===== src/rtl/sseg_pkg.sv =====
// Shared constants for the six-digit seven-segment display path.
//   DIGITS_DEF    : number of hex digits on the board
//   SEG_W         : segments per digit (gfedcba, no decimal point)
//   SEG_BLANK     : active-low pattern with every segment dark
//   BLINK_DIV_DEF : cursor half-period in clk cycles (0.5 s at 50 MHz)
package sseg_pkg;
   localparam int DIGITS_DEF    = 6;
   localparam int SEG_W         = 7;
   localparam int BLINK_DIV_DEF = 25_000_000;

   localparam logic [SEG_W-1:0] SEG_BLANK = 7'b1111111;
endpackage : sseg_pkg


===== src/rtl/sseg_dec.sv =====
// Hex nibble to active-low seven-segment decoder, purely combinational.
//   nibble : hex value to show
//   en     : 0 forces the digit dark
//   led    : active-low segments, bit order gfedcba
module sseg_dec
   import sseg_pkg::*;
(
   input  logic [3:0]       nibble,
   input  logic             en,
   output logic [SEG_W-1:0] led
);

   always_comb begin
      led = SEG_BLANK;
      if (en) begin
         case (nibble)
            4'h0: led = 7'b1000000;
            4'h1: led = 7'b1111001;
            4'h2: led = 7'b0100100;
            4'h3: led = 7'b0110000;
            4'h4: led = 7'b0011001;
            4'h5: led = 7'b0010010;
            4'h6: led = 7'b0000010;
            4'h7: led = 7'b1111000;
            4'h8: led = 7'b0000000;
            4'h9: led = 7'b0010000;
            4'hA: led = 7'b0001000;
            4'hB: led = 7'b0000011;
            4'hC: led = 7'b1000110;
            4'hD: led = 7'b0100001;
            4'hE: led = 7'b0000110;
            default: led = 7'b0001110;
         endcase
      end
   end

endmodule : sseg_dec


===== src/rtl/sseg_disp_ctrl.sv =====
// Display controller for the DE0-CV HEX digits. Two writers (0 = memory
// editor, 1 = CPU monitor) share the display through a round-robin
// valid/ready arbiter. The held value is shown with optional leading-zero
// blanking and a blinking edit cursor; segment outputs are registered.
//   clk, rst             : system clock, async active-high reset
//   s0_valid/data/ready  : editor write channel
//   s1_valid/data/ready  : monitor write channel
//   lzb                  : leading-zero blanking enable
//   cur_en, cur_pos      : cursor blink enable and digit index (>= DIGITS = none)
//   hex                  : registered active-low segments, digit i at [7i+6:7i]
module sseg_disp_ctrl
   import sseg_pkg::*;
#(
   parameter int DIGITS    = DIGITS_DEF,
   parameter int BLINK_DIV = BLINK_DIV_DEF
) (
   input  logic                    clk,
   input  logic                    rst,
   input  logic                    s0_valid,
   input  logic [4*DIGITS-1:0]     s0_data,
   output logic                    s0_ready,
   input  logic                    s1_valid,
   input  logic [4*DIGITS-1:0]     s1_data,
   output logic                    s1_ready,
   input  logic                    lzb,
   input  logic                    cur_en,
   input  logic [2:0]              cur_pos,
   output logic [SEG_W*DIGITS-1:0] hex
);

   localparam int DW    = 4*DIGITS;
   localparam int HW    = SEG_W*DIGITS;
   localparam int BLK_W = $clog2(BLINK_DIV);
   localparam logic [BLK_W-1:0] BLK_LAST = BLK_W'(BLINK_DIV-1);

   logic [DW-1:0]    disp_q, disp_d;
   logic             last_q, last_d;
   logic [BLK_W-1:0] blk_q, blk_d;
   logic             phase_q, phase_d;
   logic [HW-1:0]    hex_q, hex_d;
   logic [DIGITS-1:0] en;
   logic             xfer;
   logic             nz_above;

   // Ready is gated by rst so an in-flight write is dropped the moment
   // reset asserts, not at the next edge.
   assign s0_ready = !rst && s0_valid && (!s1_valid || last_q);
   assign s1_ready = !rst && s1_valid && (!s0_valid || !last_q);
   assign xfer     = s0_ready || s1_ready;

   always_comb begin
      disp_d = disp_q;
      last_d = last_q;
      if (s0_ready) begin
         disp_d = s0_data;
         last_d = 1'b0;
      end else if (s1_ready) begin
         disp_d = s1_data;
         last_d = 1'b1;
      end
   end

   // A fresh write restarts the cursor in its visible half so the edited
   // digit is never dark right after it changes.
   always_comb begin
      blk_d   = blk_q + 1'b1;
      phase_d = phase_q;
      if (xfer) begin
         blk_d   = '0;
         phase_d = 1'b1;
      end else if (blk_q == BLK_LAST) begin
         blk_d   = '0;
         phase_d = !phase_q;
      end
   end

   // Walk from the top digit down; nz_above goes high at the first
   // non-zero digit and stays high, so everything below it is shown.
   always_comb begin
      nz_above = 1'b0;
      en       = '0;
      for (int i = DIGITS-1; i >= 0; i--) begin
         nz_above = nz_above || (disp_q[4*i +: 4] != 4'h0);
         en[i] = !(lzb && (i > 0) && !nz_above) &&
                 !(cur_en && (cur_pos == 3'(i)) && !phase_q);
      end
   end

   for (genvar g = 0; g < DIGITS; g++) begin : g_dig
      sseg_dec u_dec (
         .nibble (disp_q[4*g +: 4]),
         .en     (en[g]),
         .led    (hex_d[SEG_W*g +: SEG_W])
      );
   end

   always_ff @(posedge clk or posedge rst) begin
      if (rst) begin
         disp_q  <= '0;
         last_q  <= 1'b1;
         blk_q   <= '0;
         phase_q <= 1'b1;
         hex_q   <= {DIGITS{SEG_BLANK}};
      end else begin
         disp_q  <= disp_d;
         last_q  <= last_d;
         blk_q   <= blk_d;
         phase_q <= phase_d;
         hex_q   <= hex_d;
      end
   end

   assign hex = hex_q;

endmodule : sseg_disp_ctrl


===== config.mk =====
export PLATFORM = sky130hd
export DESIGN_NAME = sseg_disp_ctrl
export DESIGN_NICKNAME = d
export VERILOG_FILES = /design/src/rtl/sseg_pkg.sv /design/src/rtl/sseg_dec.sv /design/src/rtl/sseg_disp_ctrl.sv
export SDC_FILE = /design/constraint.sdc
export NUM_CORES = 1
export LEC_CHECK = 0
export CAP_MARGIN = 25
export CORE_ASPECT_RATIO = 1.1
export CORE_MARGIN = 2
export CORE_UTILIZATION = 44
export DETAILED_ROUTE_END_ITERATION = 10
export DONT_BUFFER_PORTS = 1
export PLACE_DENSITY = 0.69
export SETUP_SLACK_MARGIN = 0.2
export SKIP_LAST_GASP = 1
export SYNTH_ARGS = -nofsm -noshare
export SYNTH_HDL_FRONTEND = slang
export SYNTH_SLANG_ARGS = --single-unit
export TNS_END_PERCENT = 30

===== constraint.sdc =====
create_clock -name clk -period 2.6 [get_ports clk]
set_input_delay 0.26 -clock clk [delete_from_list [all_inputs] [get_ports clk]]
set_output_delay 0.26 -clock clk [all_outputs]
set_load 0.03 [all_outputs]

==> metrics.csv <==
metric,value,unit
outcome,finished clean,
rsz0062_at_grt,false,
syn_to_final_growth,9.75,%
power_leakage,2.30,nW
final-setup-viol-count,0,
min_from,s1_valid,
crit_top_cell,or4_1,
r2r_setup_slack,0.45,ns
ys_seq_area_share,46.2,%
reg2reg_from,blk_q[7]$_DFF_PP0_,
path_cells,nand4_1 > or4_1 > or4_1 > a21oi_2,
period_share,82.5,%
synthArstFlopShare,100,%
crit_type,flip-flop to flip-flop,
ir_drop,359,uV
final_core_util,49.5,%
numCtsBuffers,9,
syn_nets,616,
fill_cells,1039,
drc_errors,0,
worstSkewPairLatency,0.33,ns
dpl-instance-area,5340,um^2
tightest_slew,0.679,ns
ctsHtreeMaxLevel,3,
cp_max_fo,9,
slowest_delay,0.69,ns
slew_headroom,54.7,%
crit_path_end_kind,flip-flop,
avgViaCountPerCell,5.72,
ios,101,
reg2reg_to,blk_q[21]$_DFF_PP0_,
ys_ff_latch,93,
slew_viol_final,0,
synth_top_area_share,23.8,%
grt_pass1_vias,3743,
wire_per_inst,15.8,um
p_per_area,762,nW/um^2
synth_cell_types,47,
cts_hold_buf,1,
synth_area_leaders,"dfrtp_1 24%, dfstp_2 22%, ha_1 7.8%, mux2i_1 5.4%, nand2_1 4.9%",
dieArea,12600,um^2
yosysWarnings,0,
die_w,107,um
globalplace.congestion,0.873,
core_region_area,11400,um^2
cts.sinks,93,
grt_max_degree,56,
synthFlopType,dfrtp_1,
synth_edf_count,0,
initial_core_util,45.1,%
switching_share,32.7,%
first_pass_iters,4,
gr-total-overflow,0,
required,2.87,ns
p_comb_share,14.1,%
cp_slowest_cell,or4_1,
vias,3862,
fin_crit,2.15,ns
finalNetCount,609,
hp-class,input pin to flip-flop,
p_clk_share,32.0,%
cts_tree,yes,
cts.clk_slew.worst_paths,0.07,ns
syn_area_per_cell,9.79,um^2
seqPwrFrac,53.8,%
fp.dieH,118,um
grtUsageTotal,17.9,%
hold_end,last_q$_DFFE_PP1N_,
path_delay_family,simple AND/OR/NAND/NOR gates,
hold_viol,0,
ant_nets,0,
drive_above_1_share,15.6,%
maxCapViolCount,0,
final_area,5660,um^2
clk_path_buf_depth,2,
grt_pass1_wl,18200,um
critPathBufInv,0,
max_clock_freq,0.466,GHz
antenna_found_initial,0,
cts_setup_buffers,0,
setup.worst_path.start_class,flip-flop,
critical_path_arrival,2.41,ns
num_rows,41,
syn_area,5160,um^2
hold_depth,2,
switchingPower,1.41,mW
syn_inst,527,
skew,0.00730,ns
drtIter0Drc,147,
cts-resized-gates,0,
rr_worst_depth,4,
detailed_place_hpwl,7930,um
n_antenna_cell,0,
portBuffers,0,
p_int,2.91,mW
root_buffer,clkbuf_16,
wl,10700,um
yosysTopAreaCell,dfrtp_1,
synth_stat cells, types with 2 or more instances:
master and number:
nor2b_1 3, o311ai_0 16, or4_1 6, nor4_1 4
a21o_1 5, nand3b_1 3, o21a_1 4, mux2i_1 28
inv_1 27, ha_1 32, nand2_1 67, a32oi_1 5
o31ai_1 4, and4_1 2, and2_1 3, and3_1 5
or3_2 2, a21oi_1 16, dfrtp_1 49, nor3_1 3
nand4_1 8, o21ai_1 2, xnor2_1 7, or3_1 4
o211ai_1 24, o21ai_0 40, nand3_1 13, buf_2 5
nor3b_1 3, mux2_2 3, dfstp_2 44, nand2b_1 15
nor2_1 36, xor2_1 7, clkbuf_1 20
worst register-to-register path, cell delays in order (launching register included):
cell	delay [ns]
dfrtp_1	0.43
nand4_1	0.25
or4_1	0.69
or4_1	0.56
a21oi_2	0.15
area by class of cell:
cell class / instances / area, um^2 / share of cell area (%)
clock buffers: 10 / 229 / 4.04
clock inverters: 6 / 86.3 / 1.52
inverters: 27 / 105 / 1.86
multi-input cells: 382 / 2620 / 46.2
flip-flops and latches: 93 / 2380 / 42.1
well taps: 150 / 188 / 3.31
repair buffers: 7 / 55.1 / 0.972
how the worst max path moves through the flow:
stage                             startpoint             endpoint  slack [ns]  cells after the start
after floorplan                          rst  blk_q[20]$_DFF_PP0_       -0.03                      5
after global placement    blk_q[7]$_DFF_PP0_  blk_q[19]$_DFF_PP0_        0.55                      4
after detailed placement  blk_q[7]$_DFF_PP0_  blk_q[19]$_DFF_PP0_        0.45                      4
after CTS                 blk_q[7]$_DFF_PP0_  blk_q[19]$_DFF_PP0_        0.45                      4
after global routing      blk_q[7]$_DFF_PP0_  blk_q[21]$_DFF_PP0_        0.28                      4
final                     blk_q[7]$_DFF_PP0_  blk_q[21]$_DFF_PP0_        0.45                      4
kinds of logic after synthesis:
kind of cell / share of synthesized area [%]
AO/OA/AOI/OAI: 15.6
XOR/XNOR: 2.38
adder cells (fa/ha/maj): 7.76
buffers and inverters: 3.90
flip-flops: 46.2
multiplexers: 6.52
AND/OR/NAND/NOR: 17.7
state kept, by name, indices dropped and copies added, names as in the netlist:
| signal | flops |
|---|---|
| last_q | 1 |
| disp_q | 24 |
| blk_q | 25 |
| hex | 42 |
| phase_q | 1 |
placed cells by master (no fill, tap or decap), types with 4 or more instances in the layout:
master     count
nand2_1       67
dfrtp_1       49
dfstp_2       44
o21ai_0       36
nor2_1        36
ha_1          32
mux2i_1       28
inv_1         26
o211ai_1      24
o311ai_0      16
nand2b_1      15
nand3_1       13
a21oi_1       11
clkbuf_16      9
nand4_1        8
xor2_1         7
xnor2_1        7
or4_1          6
buf_4          6
a32oi_1        5
and3_1         5
a21o_1         5
a21oi_2        5
o21ai_1        4
o21a_1         4
nor4_1         4
or3_1          4
o31ai_1        4
per-layer routing:
| layer | vias up | part of all wire (%) | track usage [%] |
|---|---|---|---|
| li1 | 1869 | - | - |
| met1 | 1873 | 42 | 22.7 |
| met2 | 107 | 50 | 29.9 |
| met3 | 13 | 5.6 | 4.04 |
| met4 | 0 | 1.5 | 6.49 |
| met5 | - | 0 | 0 |
power by group through the flow:
stage	registers [mW]	clock network, mW	logic [mW]
2_1_floorplan	2.24	0	0.557
3_3_place_gp	2.34	0	0.589
3_5_place_dp	2.35	0	0.614
4_1_cts	2.33	1.42	0.619
5_1_grt	2.36	1.49	0.704
6_report	2.32	1.38	0.610
stage by stage:
step           power [mW]  instances  TNS, ns  hold WS, ns  setup slack [ns]
6_report             4.32        675        0       0.0568             0.454
5_1_grt              4.55        675        0       0.0730             0.281
4_1_cts              4.36        675        0       0.0510             0.447
3_5_place_dp         2.97        658        0        0.346             0.453
3_3_place_gp         2.93        658        0        0.337             0.554
2_1_floorplan        2.80        527   -0.408        0.394           -0.0266
Power figures use the tool's default switching activity.
